==> src/rtl/sigfmd_ctrl.sv <==
// Significand multiply/divide sequencer: Newton-Raphson reciprocal refinement for divide.
// Optional abort input is enabled with `define SIGFMD_CTRL_ABORT_EN.
//   state    | meaning
//   S_IDLE   | waiting for start, md_* outputs quiet
//   S_LOOKUP | load reciprocal seed from table
//   S_MUL_D  | t = 2 - b*x
//   S_MUL_X  | x = x*t
//   S_QUOT   | final product a*b or a*x
//   S_DONE   | register result, pulse done on exit
module sigfmd_ctrl #(
  parameter int MUL_LAT = 1
) (
  input  logic        clk,
  input  logic        reset,
  input  logic        start,
`ifdef SIGFMD_CTRL_ABORT_EN
  input  logic        abort,
`endif
  input  logic        fdiv,
  input  logic        db,
  input  logic [52:0] fa_in,
  input  logic [52:0] fb_in,
  output logic [52:0] md_fa,
  output logic [52:0] md_fb,
  output logic [1:0]  md_oe1,
  output logic        md_oe2,
  output logic        md_fdiv,
  output logic        md_db,
  input  logic [56:0] md_fq,
  output logic        busy,
  output logic        done,
  output logic        dbz,
  output logic [56:0] fq_out
);

  typedef enum logic [2:0] {
    S_IDLE, S_LOOKUP, S_MUL_D, S_MUL_X, S_QUOT, S_DONE
  } state_t;

  localparam logic [1:0] STEP_LAST = 2'(MUL_LAT - 1);

  state_t      state, state_nx;
  logic [1:0]  step;
  logic [1:0]  iter;
  logic [52:0] fa_r, fb_r, x, t;
  logic [56:0] q;
  logic        fdiv_r, db_r;
  logic        step_last;
  logic        abort_hit;

`ifdef SIGFMD_CTRL_ABORT_EN
  assign abort_hit = abort && (state != S_IDLE);
`else
  assign abort_hit = 1'b0;
`endif

  // Seed is 1/b at the midpoint of each fb[51:48] interval, x[52] weighted as 1.0.
  function automatic logic [7:0] seed_lut(input logic [3:0] idx);
    logic [7:0] s;
    case (idx)
      4'd0:  s = 8'd124;
      4'd1:  s = 8'd117;
      4'd2:  s = 8'd111;
      4'd3:  s = 8'd105;
      4'd4:  s = 8'd100;
      4'd5:  s = 8'd95;
      4'd6:  s = 8'd91;
      4'd7:  s = 8'd87;
      4'd8:  s = 8'd84;
      4'd9:  s = 8'd80;
      4'd10: s = 8'd77;
      4'd11: s = 8'd74;
      4'd12: s = 8'd72;
      4'd13: s = 8'd69;
      4'd14: s = 8'd67;
      default: s = 8'd65;
    endcase
    return s;
  endfunction

  assign step_last = (step == 2'd0);
  assign busy      = (state != S_IDLE);

  always_comb begin
    state_nx = state;
    case (state)
      S_IDLE: begin
        if (start) begin
          if (fdiv && !fb_in[52]) state_nx = S_DONE;
          else if (fdiv)          state_nx = S_LOOKUP;
          else                    state_nx = S_QUOT;
        end
      end
      S_LOOKUP: state_nx = S_MUL_D;
      S_MUL_D:  if (step_last) state_nx = S_MUL_X;
      S_MUL_X:  if (step_last) state_nx = (iter == 2'd0) ? S_QUOT : S_MUL_D;
      S_QUOT:   if (step_last) state_nx = S_DONE;
      S_DONE:   state_nx = S_IDLE;
      default:  state_nx = S_IDLE;
    endcase
    if (abort_hit) state_nx = S_IDLE;
  end

  always_comb begin
    md_fa   = '0;
    md_fb   = '0;
    md_oe1  = 2'b00;
    md_oe2  = 1'b0;
    md_fdiv = 1'b0;
    md_db   = 1'b0;
    if (state != S_IDLE) begin
      md_fdiv = fdiv_r;
      md_db   = db_r;
    end
    case (state)
      S_MUL_D: begin
        md_fa  = x;
        md_fb  = fb_r;
        md_oe1 = 2'b01;
        md_oe2 = 1'b1;
      end
      S_MUL_X: begin
        md_fa  = x;
        md_fb  = t;
        md_oe1 = 2'b01;
      end
      S_QUOT: begin
        md_fa  = fa_r;
        md_fb  = fdiv_r ? x : fb_r;
        md_oe1 = 2'b11;
      end
      default: ;
    endcase
  end

  always_ff @(posedge clk) begin
    if (reset) begin
      state  <= S_IDLE;
      step   <= 2'd0;
      iter   <= 2'd0;
      fa_r   <= '0;
      fb_r   <= '0;
      fdiv_r <= 1'b0;
      db_r   <= 1'b0;
      x      <= '0;
      t      <= '0;
      q      <= '0;
      done   <= 1'b0;
      dbz    <= 1'b0;
      fq_out <= '0;
    end else begin
      state <= state_nx;
      done  <= 1'b0;
      if (state_nx != state)
        step <= (state_nx == S_MUL_D || state_nx == S_MUL_X || state_nx == S_QUOT) ?
                STEP_LAST : 2'd0;
      else if (step != 2'd0)
        step <= step - 2'd1;
      case (state)
        S_IDLE: begin
          if (start) begin
            fa_r   <= fa_in;
            fb_r   <= fb_in;
            fdiv_r <= fdiv;
            db_r   <= db;
            dbz    <= fdiv && !fb_in[52];
            iter   <= db ? 2'd3 : 2'd2;
          end
        end
        S_LOOKUP: x <= {seed_lut(fb_r[51:48]), 45'd0};
        S_MUL_D:  if (step_last) t <= md_fq[56:4];
        S_MUL_X: begin
          if (step_last) begin
            x <= md_fq[56:4];
            if (iter != 2'd0) iter <= iter - 2'd1;
          end
        end
        S_QUOT:   if (step_last) q <= md_fq;
        S_DONE: begin
          if (!abort_hit) begin
            done   <= 1'b1;
            fq_out <= dbz ? '1 : q;
          end
        end
        default: ;
      endcase
    end
  end

endmodule
==> config.mk <==
export PLATFORM = sky130hd
export DESIGN_NAME = sigfmd_ctrl
export DESIGN_NICKNAME = d
export VERILOG_FILES = /design/src/rtl/sigfmd_ctrl.sv
export SDC_FILE = /design/constraint.sdc
export NUM_CORES = 1
export LEC_CHECK = 0
export CELL_PAD_IN_SITES_DETAIL_PLACEMENT = 2
export CELL_PAD_IN_SITES_GLOBAL_PLACEMENT = 2
export CORE_MARGIN = 1
export CORE_UTILIZATION = 26
export CTS_BUF_LIST = sky130_fd_sc_hd__clkbuf_8
export DETAILED_ROUTE_END_ITERATION = 12
export PLACE_DENSITY_LB_ADDON = 0.1
export SYNTH_ARGS = -nofsm -noshare
export SYNTH_HDL_FRONTEND = slang
export SYNTH_SLANG_ARGS = --single-unit
==> constraint.sdc <==
create_clock -name clk -period 2.26 [get_ports clk]
set_input_delay 0.452 -clock clk [delete_from_list [all_inputs] [get_ports clk]]
set_output_delay 0.452 -clock clk [all_outputs]
set_load 0.05 [all_outputs]
==> metrics.csv <==
stage,metric,value,unit
run_status,outcome,"finished, violations left",
run_status,violations in the final reports,setup timing,
route,via/cell ratio,4.99,
timing,final setup vio count,110,
die,Die H,231,um
hold_path,worst hold path type,in -> reg,
setup_path,"reg-to-reg slack, setup",0.08,ns
flow_run,Max-cap violations,0,
global_routing,gr ovfl total,0,
synth,Synth Area in XOR/XNOR,0.0640,%
clocking,H-tree depth,3,
setup_path,CP Class,reg -> out,
cells_and_area,fin area,22700,um2
synth,synthesized cell area,13700,um2
synth,post-synthesis average cell area,7.80,um2
global_routing,antenna violations before repair,7,
cells_and_area,diodes inserted,0,
synth,"Seq/Total Area, Yosys",50.2,%
place,Buffers on Ports,338,
setup_path,CP max stage delay,0.40,ns
clocking,Longest Clk Path Bufs,3,
timing,FMAX,366,MHz
setup_path,CP Launch Type,flip-flop,
route,Avg WL per Cell,23.8,um
die,row count,83,
cells_and_area,# nets final,2306,
clocking,"Clk Latency, worst-skew pair",0.63,ns
timing,setup tns final,-37.85,ns
setup_path,"Slowest-stage cell, CP",or3b_4,
die,# IOs,339,
route,metal3 WL,3.89,mm
route,met1 wire length,29.1,mm
power_and_ir_drop,worst vdd ir,414,uV
timing,setup ws final,-0.471,ns
synth,yosys warns,0,
synth,mux cell area share after synthesis,0.832,%
route,Post-Route WL,67.7,mm
timing,"Period Utilization, post-route",121,%
route,via count,14200,
timing,Final Skew,0.0269,ns
setup_path,Worst Reg2Reg Path Length in Cells,10,
synth,Synth Area in Compound Gates,18.5,%
clocking,CTS tree,done,
hold_path,worst hold stages,2,
setup_path,crit-path most repeated cell,buf_12,
synth,Post-Synth Simple-Gate Area,24.7,%
synth,Synth cell types,50,
timing,unrepaired setup endpoints after global routing,true,
synth,Post-Syn Instances,1755,
power_and_ir_drop,power per cell area,1020,nW/um2
route,max layer used,met5,
setup_path,WP data required,1.81,ns
clocking,Root Driver,clkbuf_8,
route,First-pass DRT Iterations,4,
timing,Period minus WS final,2.73,ns
global_routing,number of global-route vias before repair,15500,
global_routing,first-pass GRT wire length,97.3,mm
die,chip width,231,um
global_routing,pin count of the biggest net entering global routing,130,
synth,"EDFF count, synth",0,
place,RePlAce Congestion,0.750,
setup_path,WP data arrival,2.28,ns
place,placed cell areas,19200,um2
synth,syn nets,1933,
setup_path,origin of the worst setup path,state[2]$_SDFF_PP0_,
power_and_ir_drop,leakage power,9.40,nW
hold_path,hold path start,reset,
cells_and_area,Area Overhead vs Synth,65.8,%
route,drt drc,0,
clocking,Hold Buf Count CTS,0,
setup_path,"Cell Chain, Critical Path","or3b_4, a21oi_4, buf_12, buf_12, nand2_1, nand2_2, buf_12",
place,placed wire-length estimate,39.8,mm
setup_path,crit path capture type,primary output,
synth,Synth Register Bits,343,
setup_path,CP top delay family,simple AND/OR/NAND/NOR gates,
synth,adder-cell share of the synthesized area,0.914,%
setup_path,reg-to-reg critical path startpoint,state[2]$_SDFF_PP0_,
timing,worst slew pin tran,0.633,ns
timing,final hold violation count,0,
synth,combinational family with the most area after synthesis,simple AND/OR/NAND/NOR gates,
cells_and_area,share of layout cells above drive strength 1,24.5,%
die,core area,51700,um2
timing,max-slew violations,0,
synth,Main synth FF type,dfxtp_1,
route,Initial DRC Count,598,
clocking,Clock Pin Slew Worst Setup and Hold Paths,0.06,ns
clocking,CTS sink count,343,
route,met2 wire length,33.0,mm
clocking,TritonCTS buffer count,66,
die,initial cell density of the core,26.5,%
die,Die ar.,53600,um2
setup_path,Max Fanout on Critical Path,10,
setup_path,Buffers & Inverters on Critical Path,3,
global_routing,GRT Util Overall,24.1,%
route,ANT nets after route,0,
synth,ys async rst share,0,%
timing,relative slew slack,58.0,%
hold_path,Hold Path End,q[55]$_SDFFE_PP0P_,
layout by cell type (no fill, tap or decap), types with 3 or more instances in the layout:
cell type / synthesis / layout
a211o_1: 3 / 3
a21oi_1: 220 / 219
a22o_4: 0 / 51
a22oi_1: 98 / 62
a22oi_2: 0 / 36
a311oi_1: 6 / 6
and2_4: 0 / 5
buf_12: 0 / 143
buf_16: 0 / 15
buf_4: 0 / 51
buf_6: 0 / 11
buf_8: 0 / 7
clkbuf_16: 0 / 8
clkbuf_8: 0 / 82
clkdlybuf4s50_1: 0 / 177
clkinv_2: 0 / 3
dfxtp_1: 343 / 339
dfxtp_2: 0 / 4
dlygate4sd2_1: 0 / 26
dlymetal6s2s_1: 0 / 19
ha_1: 10 / 9
inv_1: 10 / 32
mux2i_1: 8 / 8
nand2_1: 559 / 469
nand2_2: 0 / 43
nand2_4: 0 / 47
nand2b_1: 5 / 4
nand3b_1: 3 / 3
nor2_1: 117 / 117
nor2b_1: 5 / 3
nor3_1: 116 / 116
cells by family (layout without fill, tap and decap cells):
| kind of cell | after synthesis | in the layout |
|---|---|---|
| buffers and inverters | 162 | 576 |
| adders and majority gates | 10 | 10 |
| xor gates and xnor gates | 1 | 1 |
| muxes | 10 | 10 |
| DFF | 343 | 343 |
| and+or+nand+nor | 828 | 828 |
| AOI/OAI and AO/OA | 401 | 401 |
worst register-to-register path: cells and delay by family (launching register included):
family	cells	cell delay, ns
multiplexers	2	0.24
AND/OR/NAND/NOR	2	0.65
flip-flops	1	0.33
buffers and inverters	4	0.52
AO/OA/AOI/OAI	1	0.17
adder cells (fa/ha/maj)	1	0.16
sequential cells by signal, summed over array words and instances (netlist names), named ones only:
signal and flops:
step 2, fq_out 57, dbz 1, state 3
fa_r 53, fdiv_r 1, fb_r 53, q 57
x 53, db_r 1, done 1, t 53
iter 2
through the flow:
stage / hold slack, ns / utilization, % / setup WS [ns] / total power [mW] / instances
after detailed placement: 0.449 / 37.1 / -0.397 / 15.0 / 2680
final: 0.127 / 43.9 / -0.471 / 23.1 / 2849
after global placement: 0.442 / 37.1 / -0.268 / 14.8 / 2680
after global routing: 0.114 / 43.9 / -0.558 / 24.2 / 2849
after floorplan: 0.430 / - / 0.000155 / 11.5 / 1755
after CTS: 0.0640 / 42.0 / -0.495 / 22.4 / 2829
worst max-delay path by stage:
stage,to,cells past startpoint,slack (ns)
detailed placement,flip-flop,9,-0.40
CTS,md_fb[36],9,-0.50
finish,md_fb[40],7,-0.47
global placement,flip-flop,8,-0.27
floorplan,md_fa[0],5,0.0002
global route,md_fb[40],7,-0.56
cells in the mapped netlist (all sizes together) (2+ instances only):
cell      n  area [um2]
nor3b     3        27.5
buf      47         223
nor3    116         581
dfxtp   343        6870
ha       10         125
clkbuf  105         394
a211oi    2        15.0
nand2b    5        31.3
and2      8        50.1
a311oi    6        52.6
o21ai     3        15.0
o21bai    2        15.0
and3b     2        17.5
nand3b    3        22.5
a22o     53         464
inv      10        37.5
nor2    117         439
mux2i     9         103
a211o     3        26.3
o211ai    2        15.0
nand2   559        2100
o22ai     2        12.5
a22oi    98         736
a21oi   221        1110
nor2b     5        31.3
a21o      2        15.0
metal layers:
layer  GRT usage (%)  vias up
met2            40.7      344
met3            5.38      104
met4            8.03       14
met1            30.1     7072
li1                -     6683
met5               0        -
area by class of cell:
cell class | instances | area, um2
clock buffer | 82 | 1130
clock inverter | 27 | 113
fill | 5512 | 29000
inverter | 10 | 37.5
multi-input combinational | 1250 | 7370
sequential | 343 | 6870
tap | 680 | 851
timing repair buffer | 457 | 6320
where the power goes:
part | total (mW) | leakage, nW | internal [mW] | switching, mW
Sequential | 7.65 | 2.79 | 6.97 | 0.673
Clock | 6.00 | 0.719 | 3.23 | 2.76
Combinational | 9.41 | 5.89 | 3.76 | 5.65
what timing repair did:
action | in CTS | in global routing
setup endpoints to repair | 163 | 134
pin swaps | 27 | 45
gates resized for setup | 192 | 157
cloned | 15 | 9
setup buffers | 25 | 20
No activity file was read; power rests on OpenSTA's default activity.
